`src/rtl/mem_arbiter.sv`:
```
// Two-port (instruction fetch / load-store) arbiter in front of one single-port RAM.
// One access at a time; fixed read latency; all outputs registered.
module mem_arbiter #(
    parameter int ADDR_W  = 32,
    parameter int DATA_W  = 32,
    parameter int LATENCY = 1
) (
    input  logic              clk,
    input  logic              reset,
    input  logic              i_req,
    input  logic [ADDR_W-1:0] i_addr,
    output logic              i_ack,
    output logic [DATA_W-1:0] i_rdata,
    input  logic              d_req,
    input  logic              d_we,
    input  logic [ADDR_W-1:0] d_addr,
    input  logic [DATA_W-1:0] d_wdata,
    output logic              d_ack,
    output logic [DATA_W-1:0] d_rdata,
    output logic              m_en,
    output logic              m_we,
    output logic [ADDR_W-1:0] m_addr,
    output logic [DATA_W-1:0] m_wdata,
    input  logic [DATA_W-1:0] m_rdata,
    output logic              busy
);
    typedef enum logic [1:0] {IDLE = 2'd0, ISSUE = 2'd1, WAIT = 2'd2, RESP = 2'd3} state_t;

    localparam logic [3:0] LAT = 4'(LATENCY);

    state_t            state_q, state_d;
    logic [3:0]        cnt_q, cnt_d;
    logic              grant_d_q, grant_d_d;   // 1 = data port owns the current access
    logic              last_d_q, last_d_d;     // 1 = data port won the previous grant
    logic              m_en_q, m_en_d;
    logic              m_we_q, m_we_d;
    logic [ADDR_W-1:0] m_addr_q, m_addr_d;
    logic [DATA_W-1:0] m_wdata_q, m_wdata_d;
    logic              i_ack_q, i_ack_d;
    logic              d_ack_q, d_ack_d;
    logic [DATA_W-1:0] i_rdata_q, i_rdata_d;
    logic [DATA_W-1:0] d_rdata_q, d_rdata_d;
    logic              busy_q, busy_d;
    logic              pick_data;
    logic              finish_read;

    always_comb begin
        state_d     = state_q;
        cnt_d       = cnt_q;
        grant_d_d   = grant_d_q;
        last_d_d    = last_d_q;
        m_en_d      = 1'b0;
        m_we_d      = 1'b0;
        m_addr_d    = m_addr_q;
        m_wdata_d   = m_wdata_q;
        i_ack_d     = 1'b0;
        d_ack_d     = 1'b0;
        i_rdata_d   = i_rdata_q;
        d_rdata_d   = d_rdata_q;
        pick_data   = 1'b0;
        finish_read = 1'b0;

        case (state_q)
            IDLE: begin
                if (i_req || d_req) begin
                    // On conflict the port that did not win last time goes first.
                    pick_data = d_req && (!i_req || !last_d_q);
                    grant_d_d = pick_data;
                    last_d_d  = pick_data;
                    m_en_d    = 1'b1;
                    m_we_d    = pick_data && d_we;
                    m_addr_d  = pick_data ? d_addr : i_addr;
                    if (pick_data) begin
                        m_wdata_d = d_wdata;
                    end
                    state_d = ISSUE;
                end
            end
            ISSUE: begin
                if (m_we_q) begin
                    d_ack_d = 1'b1;
                    state_d = RESP;
                end else if (LATENCY == 0) begin
                    finish_read = 1'b1;
                end else begin
                    cnt_d   = LAT;
                    state_d = WAIT;
                end
            end
            WAIT: begin
                cnt_d = cnt_q - 4'd1;
                // A count of 0 can only come from corruption; finish rather than hang.
                if (cnt_q <= 4'd1) begin
                    finish_read = 1'b1;
                end
            end
            RESP: begin
                state_d = IDLE;
            end
            default: begin
                state_d = IDLE;
            end
        endcase

        if (finish_read) begin
            state_d = RESP;
            if (grant_d_q) begin
                d_rdata_d = m_rdata;
                d_ack_d   = 1'b1;
            end else begin
                i_rdata_d = m_rdata;
                i_ack_d   = 1'b1;
            end
        end

        busy_d = (state_d != IDLE);
    end

    always_ff @(posedge clk) begin
        if (reset) begin
            state_q   <= IDLE;
            cnt_q     <= 4'd0;
            grant_d_q <= 1'b0;
            last_d_q  <= 1'b0;
            m_en_q    <= 1'b0;
            m_we_q    <= 1'b0;
            m_addr_q  <= '0;
            m_wdata_q <= '0;
            i_ack_q   <= 1'b0;
            d_ack_q   <= 1'b0;
            i_rdata_q <= '0;
            d_rdata_q <= '0;
            busy_q    <= 1'b0;
        end else begin
            state_q   <= state_d;
            cnt_q     <= cnt_d;
            grant_d_q <= grant_d_d;
            last_d_q  <= last_d_d;
            m_en_q    <= m_en_d;
            m_we_q    <= m_we_d;
            m_addr_q  <= m_addr_d;
            m_wdata_q <= m_wdata_d;
            i_ack_q   <= i_ack_d;
            d_ack_q   <= d_ack_d;
            i_rdata_q <= i_rdata_d;
            d_rdata_q <= d_rdata_d;
            busy_q    <= busy_d;
        end
    end

    assign i_ack   = i_ack_q;
    assign d_ack   = d_ack_q;
    assign i_rdata = i_rdata_q;
    assign d_rdata = d_rdata_q;
    assign m_en    = m_en_q;
    assign m_we    = m_we_q;
    assign m_addr  = m_addr_q;
    assign m_wdata = m_wdata_q;
    assign busy    = busy_q;
endmodule
```
`config.mk`:
```
export PLATFORM = sky130hd
export DESIGN_NAME = mem_arbiter
export DESIGN_NICKNAME = d
export VERILOG_FILES = /design/src/rtl/mem_arbiter.sv
export SDC_FILE = /design/constraint.sdc
export NUM_CORES = 1
export LEC_CHECK = 0
export BUFFER_PORTS_ARGS = -buffer_cell sky130_fd_sc_hd__buf_2
export CORE_ASPECT_RATIO = 0.6
export CORE_MARGIN = 8
export CORE_UTILIZATION = 49
export DETAILED_ROUTE_END_ITERATION = 8
export GPL_ROUTABILITY_DRIVEN = 0
export GPL_TIMING_DRIVEN = 1
export MAX_ROUTING_LAYER = met4
export PLACE_DENSITY = 0.84
export SYNTH_ARGS = -nofsm -noshare
export SYNTH_HDL_FRONTEND = slang
export SYNTH_SLANG_ARGS = --single-unit
export TNS_END_PERCENT = 1
```
`constraint.sdc`:
```
create_clock -name clk -period 3.9 [get_ports clk]
set_input_delay 0.78 -clock clk [delete_from_list [all_inputs] [get_ports clk]]
set_output_delay 0.78 -clock clk [all_outputs]
set_load 0.01 [all_outputs]
```
==> out/metrics.csv, run 1 <==
metric;value;unit
status;completed;
Overall Power;5.139;mW
Reg2Reg Setup Slack;1.46;ns
PortBufs;265;
I/O pin cnt;266;
Final Hold Vio Count;0;
Worst-Skew Late Latency;0.41;ns
total CTS buffers;17;
net count after synthesis;797;
Synth top area share;53.96;%
Area Overhead vs Synth;38.52;%
Maximum Capacitance Violations;0;
Final ANT Viol Nets;0;
Die X;148.9;µm
syn_area_per_cell;7.881;µm²
Slew headroom;18.92;%
Synthesis Warnings;0;
Post-synth EDFFs;0;
FF-to-FF End;d_rdata[28];
clock transition at the registers of the reported paths;0.06;ns
met2 WL post-DR;7.513;mm
via count;5241;
Seq/Total Area, Yosys;53.96;%
setup ws final;1.460;ns
Main synth FF type;dfxtp_1;
DRT met1 WL;6.852;mm
clock sinks;140;
pre-CTS WS;1.408;ns
Pwr Density;714.3;nW/µm²
Core ar.;10450;µm²
worst vdd ir;392.0;µV
Mapped Area;5194;µm²
WS Path Type;flip-flop to flip-flop;
cell count after placement;1019;
post-DP HPWL;11.55;mm
setup bufs post-CTS;0;
Fillers;894;
Synth async-reset ratio;0;%
Top Metal Used;met4;
antenna violations before repair;0;
largest net degree at the start of global routing;71;
fin crit period;2.440;ns
RSZ-0062 raised after global routing;no;
Data arrival, critical path;2.77;ns
synth unique cells;30;
layout cells sized above 1;33.88;%
final setup violating endpoints;0;
vias in the first global route;5192;
register bit total from synthesis;140;
Leakage;3.329;nW
DRT iter0 DRCs;263;
Overflow after GRT;0;
nets@finish;1037;
die area;14260;µm²
post-synth top area cell;dfxtp_1;
Area contributors post-synth;dfxtp_1 54%, nand2_1 19%, a21oi_1 9.8%, a311oi_1 5.4%, nor2_1 2.8%;
period utilisation layout;62.57;%
CTS H-Tree Depth;4;
cts hold-fix bufs;0;
Synth Instances;659;
Diodes inserted;0;
DR WL met3;1.256;mm
Setup crit end kind;flip-flop;
Critical Path Fanout Max;33;
Critical Path End;d_rdata[28];
Max Clock Skew;0.009653;ns
WHS;0.4487;ns
Rows;29;
Pre-Repair DR Iteration Count;4;
worst r2r path cells;6;
CTS max path bufs;2;
setup tns final;0;ns
launching element type of the critical path;flip-flop;
starting density of the core;49.70;%
Multi-input gate area;2185;µm²
wire per inst;15.10;µm
clock root buffer;clkbuf_16;
final cell count without fillers;1051;
Vias/cell;4.987;
final WL;15.87;mm
DR DRC count;0;
first-pass GRT wire length;25.20;mm
Worst EP required;4.23;ns
worst slew pin tran;1.216;ns
Reg-to-Reg Start;cnt_q[0];
TritonCTS clock tree;yes;
Hold WC Path Type;flip-flop to flip-flop;
cts repair resizes;0;
Tot GR Track Use;22.55;%
Final Max Tran Viols;0;
most frequent cells in the layout;264 x nand2_1, 264 x buf_2, 140 x dfxtp_1, 102 x a21oi_1, 39 x nor2_1;
FMAX;0.4098;GHz
Reg area;2803;µm²
DIE HEIGHT;95.75;µm
CP startpoint;cnt_q[0];
==> synth_stat cells (4+ instances only) <==
| cell | count |
|---|---|
| buf_1 | 5 |
| a311oi_1 | 32 |
| buf_2 | 12 |
| dfxtp_1 | 140 |
| ha_1 | 5 |
| nor2_1 | 39 |
| clkbuf_1 | 32 |
| nand2_1 | 264 |
| o21ai_0 | 4 |
| inv_1 | 5 |
| a21oi_1 | 102 |
==> how the worst min path moves through the flow <==
stage	startpoint	endpoint	slack [ns]	cells past startpoint
after floorplan	cnt_q[0]	cnt_q[0]	0.46	2
after global placement	m_wdata[27]	m_wdata[27]	0.44	2
after detailed placement	i_rdata[21]	i_rdata[21]	0.44	2
after CTS	i_rdata[21]	i_rdata[21]	0.45	2
after global routing	m_wdata[14]	m_wdata[14]	0.46	2
final	m_wdata[27]	m_wdata[27]	0.45	2
==> critical path, stage by stage (launching register included) <==
cell and delay, ns:
dfxtp_1 0.37, inv_1 0.08, ha_1 0.23, o21ai_2 0.35
or4b_1 0.99, nand2_1 0.14, a21oi_1 0.20
==> sequential cells by signal (all words and copies together) (netlist names) <==
name,flops
cnt_q,4
state_q,2
last_d_q,1
d_ack,1
m_wdata,32
i_rdata,32
m_we,1
d_rdata,32
m_en,1
busy,1
i_ack,1
m_addr,32
==> layout make-up <==
type	instances	area share, %
Sequential cell	140	38.96
Multi-Input combinational cell	464	30.37
Timing Repair Buffer	271	19.10
Clock buffer	20	6.348
Clock inverter	12	2.557
Tap cell	139	2.417
Inverter	5	0.2609
==> logic make-up (layout without fill, tap and decap cells) <==
| family | Yosys count | in the layout | share of synthesized area, % |
|---|---|---|---|
| and+or+nand+nor | 313 | 313 | 23.51 |
| AOI/OAI and AO/OA | 145 | 145 | 16.77 |
| DFF | 140 | 140 | 53.96 |
| buffers and inverters | 55 | 308 | 4.337 |
| adders and majority gates | 5 | 5 | 1.205 |
| muxes | 1 | 1 | 0.2168 |
==> power breakdown <==
group          switching (mW)  internal [mW]
Sequential              0.179           1.75
Clock                   0.618           1.11
Combinational           0.920          0.563
==> routing by layer <==
metal  vias up  track usage [%]
met4         0            7.101
met2       213            36.54
met3        20            7.136
met1      2355            26.55
li1       2653                -
met5         -                -
==> per-stage QoR <==
stage               utilization (%)  instance area (µm²)
global route                  68.85                 7194
detailed placement            62.72                 6554
finish                        68.85                 7194
global placement              62.72                 6554
floorplan                         -                 5194
CTS                           68.85                 7194
(Power assumes the default switching activity.)
==> inputs of run 2 (changes only) <==
--- a/config.mk
+++ b/config.mk
@@ -8,12 +8,12 @@
 export BUFFER_PORTS_ARGS = -buffer_cell sky130_fd_sc_hd__buf_2
 export CORE_ASPECT_RATIO = 0.6
 export CORE_MARGIN = 8
-export CORE_UTILIZATION = 49
+export CORE_UTILIZATION = 45
 export DETAILED_ROUTE_END_ITERATION = 8
 export GPL_ROUTABILITY_DRIVEN = 0
 export GPL_TIMING_DRIVEN = 1
 export MAX_ROUTING_LAYER = met4
-export PLACE_DENSITY = 0.84
+export PLACE_DENSITY = 0.78
 export SYNTH_ARGS = -nofsm -noshare
 export SYNTH_HDL_FRONTEND = slang
 export SYNTH_SLANG_ARGS = --single-unit
==> constraint.sdc (replaced) <==
create_clock -name clk -period 2.5 [get_ports clk]
set_input_delay 0.5 -clock clk [delete_from_list [all_inputs] [get_ports clk]]
set_output_delay 0.5 -clock clk [all_outputs]
set_load 0.01 [all_outputs]
==> out/metrics.csv, run 2 (synthesis results as in run 1) <==
metric;value;unit;change
cts repair resizes;0;;unchanged
FMAX;0.5271;GHz;+29%
clock root buffer;clkbuf_16;;
DRT iter0 DRCs;350;;+33%
Critical Path Fanout Max;33;;unchanged
Reg2Reg Setup Slack;0.60;ns;-0.86 ns
Final Max Tran Viols;0;;unchanged
Slew headroom;68.91;%;+50 points
Core ar.;11260;µm²;+7.8%
die area;15350;µm²;+7.7%
Pre-Repair DR Iteration Count;5;;+1
PortBufs;265;;unchanged
Area Overhead vs Synth;38.81;%;
TritonCTS clock tree;yes;;
CP Cell Sequence;inv_1, ha_1, o21ai_2, or4b_1, buf_4, nand2_1, a21oi_1;;
DIE HEIGHT;99.22;µm;+3.6%
worst slew pin tran;0.4615;ns;-0.7547 ns
antenna violations before repair;0;;unchanged
Worst-Skew Late Latency;0.41;ns;about the same
first-pass GRT wire length;26.01;mm;+3.2%
Vias/cell;4.955;;-0.64%
final WL;16.07;mm;+1.3%
Setup crit end kind;flip-flop;;
Diodes inserted;0;;unchanged
vias in the first global route;5095;;-1.9%
worst vdd ir;596.1;µV;+52%
wire per inst;15.15;µm;+0.34%
Worst EP required;2.79;ns;-1.44 ns
nets@finish;1042;;+0.48%
via count;5257;;+0.31%
total CTS buffers;17;;unchanged
Die X;154.7;µm;+3.9%
final cell count without fillers;1061;;+0.95%
Fillers;961;;+7.5%
WHS;0.3238;ns;-0.1249 ns
starting density of the core;46.12;%;-3.6 points
cell count after placement;1029;;+0.98%
DP Area;6635;µm²;+1.2%
largest net degree at the start of global routing;65;;-8.5%
Max Clock Skew;0.01137;ns;+0.001715 ns
clock transition at the registers of the reported paths;0.06;ns;about the same
period utilisation layout;75.89;%;+13 points
cts hold-fix bufs;0;;unchanged
fin crit period;1.897;ns;-0.5430 ns
Pwr Density;1079;nW/µm²;+51%
clock sinks;140;;unchanged
Rows;30;;+3.4%
most frequent cells in the layout;264 x nand2_1, 264 x buf_2, 140 x dfxtp_1, 102 x a21oi_1, 39 x nor2_1;;
Final Hold Vio Count;0;;unchanged
DR DRC count;0;;unchanged
CP max stage delay;0.48;ns;-0.51 ns
Maximum Capacitance Violations;0;;unchanged
Leakage;3.323;nW;-0.18%
Final Cell Area;7209;µm²;+0.21%
post-DP HPWL;11.48;mm;-0.60%
Util after Layout;64.02;%;-4.8 points
CTS max path bufs;2;;unchanged
WS Path Type;flip-flop to flip-flop;;
crit-path leading delay family;simple AND/OR/NAND/NOR gates;;
setup bufs post-CTS;0;;unchanged
launching element type of the critical path;flip-flop;;
Hold WC Path Type;primary input to flip-flop;;
Worst Path Buf+Inv;2;;+1
Slowest-stage cell, CP;or4b_1;;
status;completed;;
Final ANT Viol Nets;0;;unchanged
setup tns final;0;ns;unchanged
layout cells sized above 1;34.24;%;+0.36 points
Data arrival, critical path;2.19;ns;-0.58 ns
I/O pin cnt;266;;unchanged
final setup violating endpoints;0;;unchanged
Tot GR Track Use;21.23;%;-1.3 points
Overflow after GRT;0;;unchanged
RSZ-0062 raised after global routing;no;;
CTS H-Tree Depth;4;;unchanged
## run 2: changes by cell type in the layout (fill, tap and decap cells not counted)
| cell | before | now |
|---|---|---|
| buf_12 | 0 | 3 |
| bufinv_16 | 4 | 1 |
| clkinvlp_4 | 2 | 5 |
| buf_4 | 7 | 9 |
| inv_6 | 3 | 5 |
| clkbuf_8 | 2 | 1 |
| clkinv_2 | 1 | 0 |
| clkinv_4 | 2 | 1 |
| inv_8 | 0 | 1 |
## run 2: metrics by stage
stage / setup WS (ns) / power, mW
3_3_place_gp: 0.6807 / 5.392
6_report: 0.6027 / 7.782
5_1_grt: 0.4543 / 8.300
2_1_floorplan: 0.7640 / 4.485
4_1_cts: 0.6210 / 7.866
3_5_place_dp: 0.6401 / 5.423
## run 2: path summary, 6_finish.rpt
| kind | from | end | cells after the start |
|---|---|---|---|
| max | state_q[0] | d_rdata[3] | 7 |
| min | d_wdata[22] | m_wdata[22] | 3 |
| max reg2reg | state_q[0] | d_rdata[3] | 7 |
| min reg2reg | m_wdata[11] | m_wdata[11] | 2 |
## run 2: worst reg2reg max path: stages, from the launching register on
cell and delay (ns):
dfxtp_1 0.32, inv_1 0.08, ha_1 0.28, o21ai_2 0.16
or4b_1 0.48, buf_4 0.26, nand2_1 0.14, a21oi_1 0.07
## run 2: final cells by class
cell class                      count  area, µm²  area share [%]
Clock buffer                       19      442.9           6.144
Multi-Input combinational cell    464       2185           30.30
Tap cell                          144      180.2           2.499
Timing Repair Buffer              276       1449           20.10
Clock inverter                     13      131.4           1.822
Inverter                            5      18.77          0.2603
Sequential cell                   140       2803           38.88
## run 2: metal layers
| metal | part of all wire (%) | wire length (µm) | track usage [%] | vias to the layer above |
|---|---|---|---|---|
| met5 | 0 | 0 | - | - |
| met2 | 45 | 7312 | 32.75 | 213 |
| met3 | 7.4 | 1197 | 6.234 | 26 |
| met4 | 1.9 | 302 | 8.165 | 0 |
| li1 | - | - | - | 2670 |
| met1 | 45 | 7261 | 25.93 | 2348 |
## run 2: report_power, final
part | total [mW] | internal [mW] | switching, mW
clock network | 2.41 | 1.42 | 0.989
logic | 2.38 | 0.924 | 1.46
registers | 2.99 | 2.72 | 0.272
==> inputs of run 3 (changes only) <==
--- a/config.mk
+++ b/config.mk
@@ -8,12 +8,12 @@
 export BUFFER_PORTS_ARGS = -buffer_cell sky130_fd_sc_hd__buf_2
 export CORE_ASPECT_RATIO = 0.6
 export CORE_MARGIN = 8
-export CORE_UTILIZATION = 45
+export CORE_UTILIZATION = 41
 export DETAILED_ROUTE_END_ITERATION = 8
 export GPL_ROUTABILITY_DRIVEN = 0
 export GPL_TIMING_DRIVEN = 1
 export MAX_ROUTING_LAYER = met4
-export PLACE_DENSITY = 0.78
+export PLACE_DENSITY = 0.75
 export SYNTH_ARGS = -nofsm -noshare
 export SYNTH_HDL_FRONTEND = slang
 export SYNTH_SLANG_ARGS = --single-unit
==> constraint.sdc (replaced) <==
create_clock -name clk -period 1.6 [get_ports clk]
set_input_delay 0.32 -clock clk [delete_from_list [all_inputs] [get_ports clk]]
set_output_delay 0.32 -clock clk [all_outputs]
set_load 0.01 [all_outputs]
==> out/metrics.csv, run 3 (synthesis results as in run 1) <==
metric;value;unit;change
status;complete, but fails checks;;
failing checks;negative setup slack;;
Overflow after GRT;0;;unchanged
Multi-input gate area;2240;µm²;+2.5%
Worst EP required;1.87;ns;-0.92 ns
DR DRC count;0;;unchanged
cts hold-fix bufs;0;;unchanged
antenna violations before repair;1;;+1
Final ANT Viol Nets;0;;unchanged
sequential share of power;35.6;%;-2.9 points
sw power;4.423;mW;+63%
vias in the first global route;5383;;+5.7%
Max Clock Skew;0.01263;ns;+0.001263 ns
I/O pin cnt;266;;unchanged
setup tns final;-0.5335;ns;-0.5335 ns
Leakage;3.494;nW;+5.1%
RSZ-0062 raised after global routing;yes;;
Die X;161.3;µm;+4.3%
worst r2r path cells;7;;unchanged
first-pass GRT wire length;27.06;mm;+4.0%
CTS max path bufs;2;;unchanged
FMAX;0.6092;GHz;+16%
setup ws final;-0.04140;ns;-0.6441 ns
post-DP HPWL;12.55;mm;+9.3%
via count;5377;;+2.3%
WS Path Type;flip-flop to flip-flop;;
most frequent cells in the layout;264 x nand2_1, 264 x buf_2, 137 x dfxtp_1, 102 x a21oi_1, 39 x nor2_1;;
CP Cell Sequence;inv_2, ha_4, o21ai_2, or4b_4, buf_12, nand2_1, a21oi_1;;
wire per inst;15.63;µm;+3.2%
Hold WC Path Type;primary input to flip-flop;;
final WL;17.15;mm;+6.7%
Pwr Density;1737;nW/µm²;+61%
die area;16640;µm²;+8.4%
Switching Share;33.57;%;-1.3 points
Final Cell Area;7582;µm²;+5.2%
clock root buffer;clkbuf_16;;
Final Max Tran Viols;0;;unchanged
Fillers;1107;;+15%
DIE HEIGHT;103.2;µm;+4.0%
Combinational Power Share;32.0;%;+1.4 points
CTS H-Tree Depth;4;;unchanged
DP Area;6862;µm²;+3.4%
TritonCTS clock tree;yes;;
Tot GR Track Use;20.80;%;-0.42 points
Pre-Repair DR Iteration Count;5;;unchanged
clock transition at the registers of the reported paths;0.06;ns;about the same
CP max stage delay;0.54;ns;+0.06 ns
crit-path leading delay family;simple AND/OR/NAND/NOR gates;;
Slew headroom;78.42;%;+9.5 points
pre-CTS WS;-0.1098;ns;-0.7499 ns
worst slew pin tran;0.3216;ns;-0.1399 ns
Worst Path Buf+Inv;2;;unchanged
Pint;8.751;mW;+73%
Area Overhead vs Synth;45.99;%;
Maximum Capacitance Violations;0;;unchanged
Clk pwr share;32.4;%;+1.5 points
Rows;31;;+3.3%
WHS Path Cells;3;;unchanged
Critical Path Fanout Max;17;;-48%
Setup crit end kind;flip-flop;;
Worst-Skew Late Latency;0.41;ns;about the same
Reg area;2806;µm²;+0.13%
Crit path depth;7;;unchanged
Overall Power;13.17;mW;+69%
period utilisation layout;102.6;%;+27 points
clock sinks;140;;unchanged
worst vdd ir;746.1;µV;+25%
DRT iter0 DRCs;440;;+26%
largest net degree at the start of global routing;75;;+15%
PortBufs;265;;unchanged
Vias/cell;4.902;;-1.1%
final setup violating endpoints;33;;+33
layout cells sized above 1;36.41;%;+2.2 points
Slowest-stage cell, CP;or4b_4;;
launching element type of the critical path;flip-flop;;
Final Hold Vio Count;0;;unchanged
starting density of the core;42.51;%;-3.6 points
setup bufs post-CTS;0;;unchanged
Data arrival, critical path;1.91;ns;-0.28 ns
nets@finish;1056;;+1.3%
fin crit period;1.641;ns;-0.2559 ns
total CTS buffers;17;;unchanged
Core ar.;12220;µm²;+8.5%
-- run 3: changes by cell type in the layout (fill, tap and decap cells not counted), moves of 3 or more --
cell	change
inv_1	-3
ha_1	-3
buf_12	+7
bufinv_16	+3
clkinvlp_4	-4
dfxtp_1	-3
dfxtp_2	+3
buf_4	+6
ha_4	+3
-- run 3: power groups by stage --
stage | Combinational, mW | Sequential, mW | Clock, mW
after floorplan | 2.00 | 5.04 | 0
after global placement | 4.13 | 4.70 | 0
after detailed placement | 4.17 | 4.72 | 0
after CTS | 4.22 | 4.67 | 4.34
after global routing | 4.68 | 4.79 | 4.52
final | 4.22 | 4.69 | 4.27
-- run 3: metal layers --
| metal | vias to the layer above | part of all wire [%] | global-route usage (%) | routed length [µm] |
|---|---|---|---|---|
| li1 | 2693 | - | - | - |
| met1 | 2448 | 43 | 24.80 | 7368 |
| met2 | 219 | 47 | 32.84 | 8033 |
| met3 | 17 | 9.1 | 7.787 | 1553 |
| met4 | 0 | 1.1 | 5.803 | 192 |
| met5 | - | 0 | - | 0 |
-- run 3: worst paths after layout --
kind                    start  slack, ns          end
setup reg to reg     cnt_q[0]      -0.04   d_rdata[5]
hold reg to reg    i_rdata[5]       0.45   i_rdata[5]
setup / recovery     cnt_q[0]      -0.04   d_rdata[5]
hold / removal    d_wdata[15]       0.15  m_wdata[15]
-- run 3: area by class of cell --
class,instances,share of cell area (%)
repair buffers,290,21.91
well taps,165,2.723
inverters,5,0.2805
multi-input cells,464,29.54
diodes,1,0.03300
clock inverters,14,2.706
clock buffers,18,5.792
flip-flops and latches,140,37.01
-- run 3: repair_timing --
| action | in CTS | in global routing |
|---|---|---|
| setup endpoints to repair | 65 | 80 |
| cloned | 1 | 0 |
| hold endpoints to repair | 0 | 0 |
| pin swaps | 0 | 0 |
| gates resized for setup | 6 | 8 |
-- run 3: stage by stage --
step	std cells	hold slack [ns]	util (%)
after floorplan	659	0.4002	-
after detailed placement	1063	0.4432	56.16
after CTS	1096	0.1345	61.78
after global placement	1063	0.4375	56.16
after global routing	1097	0.1352	62.06
final	1097	0.1500	62.06
-- run 3: worst register-to-register path, stage by stage, from the launching register on --
cell and delay [ns]:
dfxtp_2 0.35, inv_2 0.08, ha_4 0.13, o21ai_2 0.08, or4b_4 0.54, buf_12 0.18, nand2_1 0.07, a21oi_1 0.07
